### config.mk
export PLATFORM = sky130hd
export DESIGN_NAME = md_unit_ctrl
export DESIGN_NICKNAME = d
export VERILOG_FILES = /design/src/rtl/md_unit_ctrl_pkg.sv /design/src/rtl/md_unit_ctrl_div_iter.sv /design/src/rtl/md_unit_ctrl.sv
export SDC_FILE = /design/constraint.sdc
export NUM_CORES = 2
export LEC_CHECK = 0
export CAP_MARGIN = 20
export CORE_UTILIZATION = 30
export CTS_BUF_LIST = sky130_fd_sc_hd__clkbuf_4 sky130_fd_sc_hd__clkbuf_8
export DETAILED_ROUTE_END_ITERATION = 10
export PLACE_DENSITY = 0.57
export SLEW_MARGIN = 20
export SYNTH_ARGS = -nofsm -noshare
export SYNTH_HDL_FRONTEND = slang
export SYNTH_SLANG_ARGS = --single-unit
### constraint.sdc
create_clock -name clk -period 34.8 [get_ports clk]
set_input_delay 8.7 -clock clk [delete_from_list [all_inputs] [get_ports clk]]
set_output_delay 8.7 -clock clk [all_outputs]
set_load 0.01 [all_outputs]
### src/rtl/md_unit_ctrl_pkg.sv
// Shared definitions for the multiply/divide sequencer: md_op bit positions,
// FSM states and the latched-operation record.
package md_unit_ctrl_pkg;

    localparam int unsigned MD_OP_W  = 8;

    // One-hot md_op bus: {mult,multu,div,divu,mfhi,mflo,mthi,mtlo}
    localparam int unsigned OP_MULT  = 7;
    localparam int unsigned OP_MULTU = 6;
    localparam int unsigned OP_DIV   = 5;
    localparam int unsigned OP_DIVU  = 4;
    localparam int unsigned OP_MFHI  = 3;
    localparam int unsigned OP_MFLO  = 2;
    localparam int unsigned OP_MTHI  = 1;
    localparam int unsigned OP_MTLO  = 0;

    typedef enum logic [1:0] {
        MD_IDLE = 2'd0,
        MD_BUSY = 2'd1,
        MD_DONE = 2'd2
    } md_state_e;

    typedef struct packed {
        logic        is_div;
        logic        sign_a;
        logic        sign_b;
        logic        div_zero;
        logic [31:0] raw_a;
    } md_op_t;

    function automatic logic [31:0] neg_if(input logic neg, input logic [31:0] x);
        return neg ? (~x + 32'd1) : x;
    endfunction

endpackage

### src/rtl/md_unit_ctrl_div_iter.sv
// 32-step restoring divider on unsigned magnitudes. q_o/r_o show the result of
// the step taken this cycle, so they are final in the cycle done_o is high.
module md_unit_ctrl_div_iter (
    input  logic        clk,
    input  logic        rst,
    input  logic        start_i,
    input  logic [31:0] a_i,
    input  logic [31:0] b_i,
    output logic [31:0] q_o,
    output logic [31:0] r_o,
    output logic        done_o
);

    logic        busy_q, busy_d;
    logic [4:0]  cnt_q, cnt_d;
    logic [31:0] quo_q, quo_d;
    logic [31:0] rem_q, rem_d;
    logic [31:0] dvs_q, dvs_d;
    logic [32:0] shifted, diff;
    logic [31:0] quo_step, rem_step;

    always_comb begin
        // A set borrow bit means the trial subtraction failed: keep the shifted remainder.
        shifted = {rem_q, quo_q[31]};
        diff    = shifted - {1'b0, dvs_q};
        if (diff[32]) begin
            rem_step = shifted[31:0];
            quo_step = {quo_q[30:0], 1'b0};
        end else begin
            rem_step = diff[31:0];
            quo_step = {quo_q[30:0], 1'b1};
        end

        busy_d = busy_q;
        cnt_d  = cnt_q;
        quo_d  = quo_q;
        rem_d  = rem_q;
        dvs_d  = dvs_q;
        if (start_i) begin
            busy_d = 1'b1;
            cnt_d  = 5'd0;
            quo_d  = a_i;
            rem_d  = 32'd0;
            dvs_d  = b_i;
        end else if (busy_q) begin
            cnt_d = cnt_q + 5'd1;
            quo_d = quo_step;
            rem_d = rem_step;
            if (cnt_q == 5'd31) busy_d = 1'b0;
        end
    end

    // NOTE: every register is assigned with <= so all flops update from the same pre-edge values.
    always_ff @(posedge clk) begin
        if (rst) begin
            busy_q <= 1'b0;
            cnt_q  <= 5'd0;
        end else begin
            busy_q <= busy_d;
            cnt_q  <= cnt_d;
        end
    end

    // NOTE: pure datapath registers carry no reset; they are always loaded on start before use.
    always_ff @(posedge clk) begin
        quo_q <= quo_d;
        rem_q <= rem_d;
        dvs_q <= dvs_d;
    end

    assign q_o    = quo_step;
    assign r_o    = rem_step;
    assign done_o = busy_q && (cnt_q == 5'd31);

endmodule

### src/rtl/md_unit_ctrl.sv
// Multiply/divide sequencer beside EX: owns HI/LO, runs mult/div over several
// cycles while holding the pipeline, and serves mthi/mtlo/mfhi/mflo.
module md_unit_ctrl
    import md_unit_ctrl_pkg::*;
#(
    parameter int unsigned MUL_LAT = 2
) (
    input  logic               clk,
    input  logic               rst,
    input  logic               ex_valid,
    input  logic               ex_stall,
    input  logic [MD_OP_W-1:0] md_op,
    input  logic [31:0]        src_a,
    input  logic [31:0]        src_b,
    output logic               stallreq_md,
    output logic [31:0]        md_rdata,
    output logic [31:0]        hi_o,
    output logic [31:0]        lo_o
);

    md_state_e   state_q, state_d;
    logic [5:0]  count_q, count_d;
    logic [31:0] hi_q, hi_d, lo_q, lo_d;
    logic [63:0] prod_q, prod_d;
    md_op_t      op_q, op_d;

    logic        is_div_op, signed_op, start, div_start, div_done, mul_last;
    logic        sign_a, sign_b;
    logic [31:0] mag_a, mag_b, div_q, div_r;
    logic [63:0] prod_fix;

    assign is_div_op = md_op[OP_DIV] | md_op[OP_DIVU];
    assign signed_op = md_op[OP_MULT] | md_op[OP_DIV];
    assign start     = ex_valid & (md_op[OP_MULT] | md_op[OP_MULTU] | is_div_op);
    assign sign_a    = signed_op & src_a[31];
    assign sign_b    = signed_op & src_b[31];
    assign mag_a     = neg_if(sign_a, src_a);
    assign mag_b     = neg_if(sign_b, src_b);
    assign mul_last  = (count_q == 6'(MUL_LAT - 1));
    assign prod_fix  = (op_q.sign_a ^ op_q.sign_b) ? (~prod_q + 64'd1) : prod_q;

    md_unit_ctrl_div_iter u_div_iter (
        .clk     (clk),
        .rst     (rst),
        .start_i (div_start),
        .a_i     (mag_a),
        .b_i     (mag_b),
        .q_o     (div_q),
        .r_o     (div_r),
        .done_o  (div_done)
    );

    always_comb begin
        state_d     = state_q;
        count_d     = count_q;
        hi_d        = hi_q;
        lo_d        = lo_q;
        prod_d      = prod_q;
        op_d        = op_q;
        stallreq_md = 1'b0;
        div_start   = 1'b0;

        unique case (state_q)
            MD_IDLE: begin
                if (start) begin
                    stallreq_md = 1'b1;
                    div_start   = is_div_op;
                    state_d     = MD_BUSY;
                    count_d     = 6'd0;
                    prod_d      = {32'd0, mag_a} * {32'd0, mag_b};
                    op_d        = '{is_div: is_div_op, sign_a: sign_a, sign_b: sign_b,
                                    div_zero: (src_b == 32'd0), raw_a: src_a};
                end else if (ex_valid && !ex_stall) begin
                    if (md_op[OP_MTHI]) hi_d = src_a;
                    if (md_op[OP_MTLO]) lo_d = src_a;
                end
            end
            MD_BUSY: begin
                stallreq_md = 1'b1;
                count_d     = count_q + 6'd1;
                if (op_q.is_div ? div_done : mul_last) begin
                    state_d = MD_DONE;
                    if (!op_q.is_div) begin
                        hi_d = prod_fix[63:32];
                        lo_d = prod_fix[31:0];
                    end else if (op_q.div_zero) begin
                        hi_d = op_q.raw_a;
                        lo_d = 32'hFFFF_FFFF;
                    end else begin
                        hi_d = neg_if(op_q.sign_a, div_r);
                        lo_d = neg_if(op_q.sign_a ^ op_q.sign_b, div_q);
                    end
                end
            end
            // Stall already released here; hold until EX actually moves so the op is not re-issued.
            MD_DONE: if (!ex_stall) state_d = MD_IDLE;
            default: state_d = MD_IDLE;
        endcase
    end

    always_comb begin
        md_rdata = 32'd0;
        if (md_op[OP_MFHI])      md_rdata = hi_q;
        else if (md_op[OP_MFLO]) md_rdata = lo_q;
    end

    always_ff @(posedge clk) begin
        if (rst) begin
            state_q <= MD_IDLE;
            count_q <= 6'd0;
            hi_q    <= 32'd0;
            lo_q    <= 32'd0;
        end else begin
            state_q <= state_d;
            count_q <= count_d;
            hi_q    <= hi_d;
            lo_q    <= lo_d;
        end
    end

    always_ff @(posedge clk) begin
        prod_q <= prod_d;
        op_q   <= op_d;
    end

    assign hi_o = hi_q;
    assign lo_o = lo_q;

endmodule

==> results_dict.tcl <==
set metrics [dict create \
    outcome "finished with violations" \
    failed_checks "design-rule violations" \
    place_congestion 0.988 \
    top_layer "met5" \
    reg2reg_to "hi_o[26]" \
    clock-sinks 274 \
    synthMostInstantiatedCell "inv_1" \
    cts-root-buf "clkbuf_8" \
    routed-wl-met2_um 91700 \
    finalHoldViolCount 0 \
    hold_depth 2 \
    rows 149 \
    wl_met1_um 78200 \
    clkTransAtPathRegs_ns 0.06 \
    first_global_vias 42923 \
    cp-end-kind "register" \
    r2r_start "u_div_iter.dvs_q[26]" \
    max-clock-path-buffers 3 \
    crit_arrival_ns 20.98 \
    numCtsBuffers 50 \
    tns_ns 0 \
    synth_largest_area_cell "fa_1" \
    ys_ff_latch 274 \
    yosysTopAreaCellShare_pct 36.0 \
    io_pins 173 \
    netlist_top_cells_count "inv_1 (965), fa_1 (897), nor2_1 (800)" \
    ys_types 94 \
    cts_tree "built" \
    cp.required_ns 35.30 \
    max_stage_delay_ns 0.65 \
    synth.avg_cell_area_um2 8.65 \
    fp.dieW_um 410 \
    holdPathEnd "count_q[5]" \
    min_path_type "register to register" \
    start_util_pct 30.2 \
    gr-total-overflow 0 \
    cpMostUsedCell "fa_1" \
    antenna_found_initial 6 \
    grt_max_degree 94 \
    max-slew-margin-rel_pct 19.7 \
    nNetsFinal 7095 \
    synthFlopType "edfxtp_1" \
    core-area_um2 165000 \
    clk_latency_ns 0.66 \
    h-tree-depth 2 \
    drv_slew 0 \
    first_pass_iters 9 \
    grt_pass1_wl_um 288000 \
    synth.area.top_cells "fa_1 (36%), edfxtp_1 (9.9%), ha_1 (7.6%)" \
    finClkSkew_ns 0.0258 \
    min_period_over_period_pct 58.8 \
    die_y_um 410 \
    syn_nets 7046 \
    synth_edf_count 164 \
    syn_inst 5769 \
    synthArstFlopShare_pct 0 \
    gr-usage-all-layers_pct 23.2 \
    start_kind "primary input" \
    dp_hpwl_um 150000 \
    ys_warn_count 0 \
    drv_cap 0 \
    worstPathMaxFanout 24 \
    finalSetupViolations 0 \
    ff2ff_setup_slack_ns 27.71 \
    area_growth_pct 11.9 \
    worstSetupPathType "primary input to register" \
    drc_errors 38 \
    antenna_cells 0 \
    reg2reg_depth 23 \
    drive_above_1_share_pct 5.96 \
    holdWs_ns 0.493 \
    detail-route-antenna-nets 0 \
    vias_per_cell 5.27 \
    portBuffers 172 \
    post_cts_resize_count 0 \
    min_from "count_q[5]" \
    drt-initial-drc-count 4265 \
    wl_met3_um 16000 \
    post_cts_buffers 0 \
    wl_um 196000 \
    synth_area_um2 49900 \
    wl_per_cell_um 24.3 \
    crit_slowest_cell "or4b_2" \
    num_vias 42386 \
    yosysSeqAreaShare_pct 14.3 \
    fmax_mhz 48.8 \
    rsz0062_at_grt "no" \
    tightest_slew_ns 1.20 \
    dieArea_um2 168000 \
    holdBufCountCts 0 \
    min_period_ns 20.47 \
]
layout by cell type, fill, tap and decap left out, types with 24 or more instances in the layout:
cell type        synthesis  routed
dfxtp_1                110     109
fa_1                   897     897
o221ai_1                34      34
a21oi_1                253     253
nor3_1                  67      67
clkbuf_8                 0      53
o31ai_1                 27      27
nand4_1                 26      26
and2_1                  25      24
ha_1                   304     304
nand3_1                 38      38
o211ai_1                26      26
inv_1                  965     963
buf_4                    0     135
clkdlybuf4s50_1          0     170
xnor2_2                  2      42
a211oi_1                46      46
mux2i_1                 31      29
nand2_1                664     664
nor2_1                 800     800
xor2_1                 121     102
nor4_1                  29      28
a21o_1                  67      67
o21ai_0                195     191
a31oi_1                 54      54
xnor2_1                155     112
and3_1                  35      35
edfxtp_1               164     164
worst max-delay path: cells and delay by family:
kind,cells,cell delay (ns)
fa+ha+maj,10,4.59
simple gates,11,3.19
compound gates,9,2.51
buf+inv,8,1.81
xor+xnor,1,0.15
cell families (layout without fill, tap and decap cells):
logic type	count (synthesis)	after routing	synth area share, %
AOI/OAI and AO/OA	862	862	11.0
DFF	274	274	14.3
xor gates and xnor gates	279	279	4.94
and+or+nand+nor	1824	1824	15.6
muxes	37	37	0.758
buffers and inverters	1292	1382	9.78
adders and majority gates	1201	1201	43.6
flip-flops by register name, indices dropped and copies added, names as in the netlist:
register and count:
hi_o 32, u_div_iter.cnt_q 5, op_q 36, lo_o 32, state_q 2, prod_q 64, u_div_iter.dvs_q 32, u_div_iter.quo_q 32
u_div_iter.busy_q 1, u_div_iter.rem_q 32, count_q 6
per-stage QoR:
stage | cell area, µm² | cells | setup slack (ns) | util, %
final | 55800 | 8048 | 14.33 | 33.8
after global routing | 55800 | 8048 | 13.89 | 33.8
after CTS | 55800 | 8048 | 14.40 | 33.8
after detailed placement | 54800 | 7955 | 13.77 | 33.2
after global placement | 54800 | 7955 | 13.92 | 33.2
after floorplan | 49900 | 5769 | 16.42 | -
how the worst max path moves through the flow:
stage / startpoint / endpoint / slack, ns / depth (start not counted)
after floorplan: src_a[5] / prod_q[60] / 16.42 / 33
after global placement: src_b[0] / prod_q[60] / 13.92 / 39
after detailed placement: src_b[0] / prod_q[60] / 13.77 / 39
after CTS: src_b[0] / prod_q[60] / 14.40 / 39
after global routing: src_b[0] / prod_q[60] / 13.89 / 39
final: src_b[0] / prod_q[60] / 14.33 / 39
per-layer routing:
metal	vias up	global-route usage, %
met4	6	9.84
met5	-	0
met2	1913	38.2
met1	21666	30.0
met3	403	3.81
li1	18398	-
final cells by class:
type / instances / area [µm²]
fillers: 17208 / 109000
inverters: 982 / 3690
clock inverters: 27 / 205
flip-flops and latches: 274 / 7130
well taps: 2189 / 2740
repair buffers: 307 / 2730
multi-input cells: 4203 / 38500
clock buffers: 66 / 827
Power is left out: the tool's default activity adds up to more than one toggle a clock period on the data nets, which glitch-free logic cannot reach.
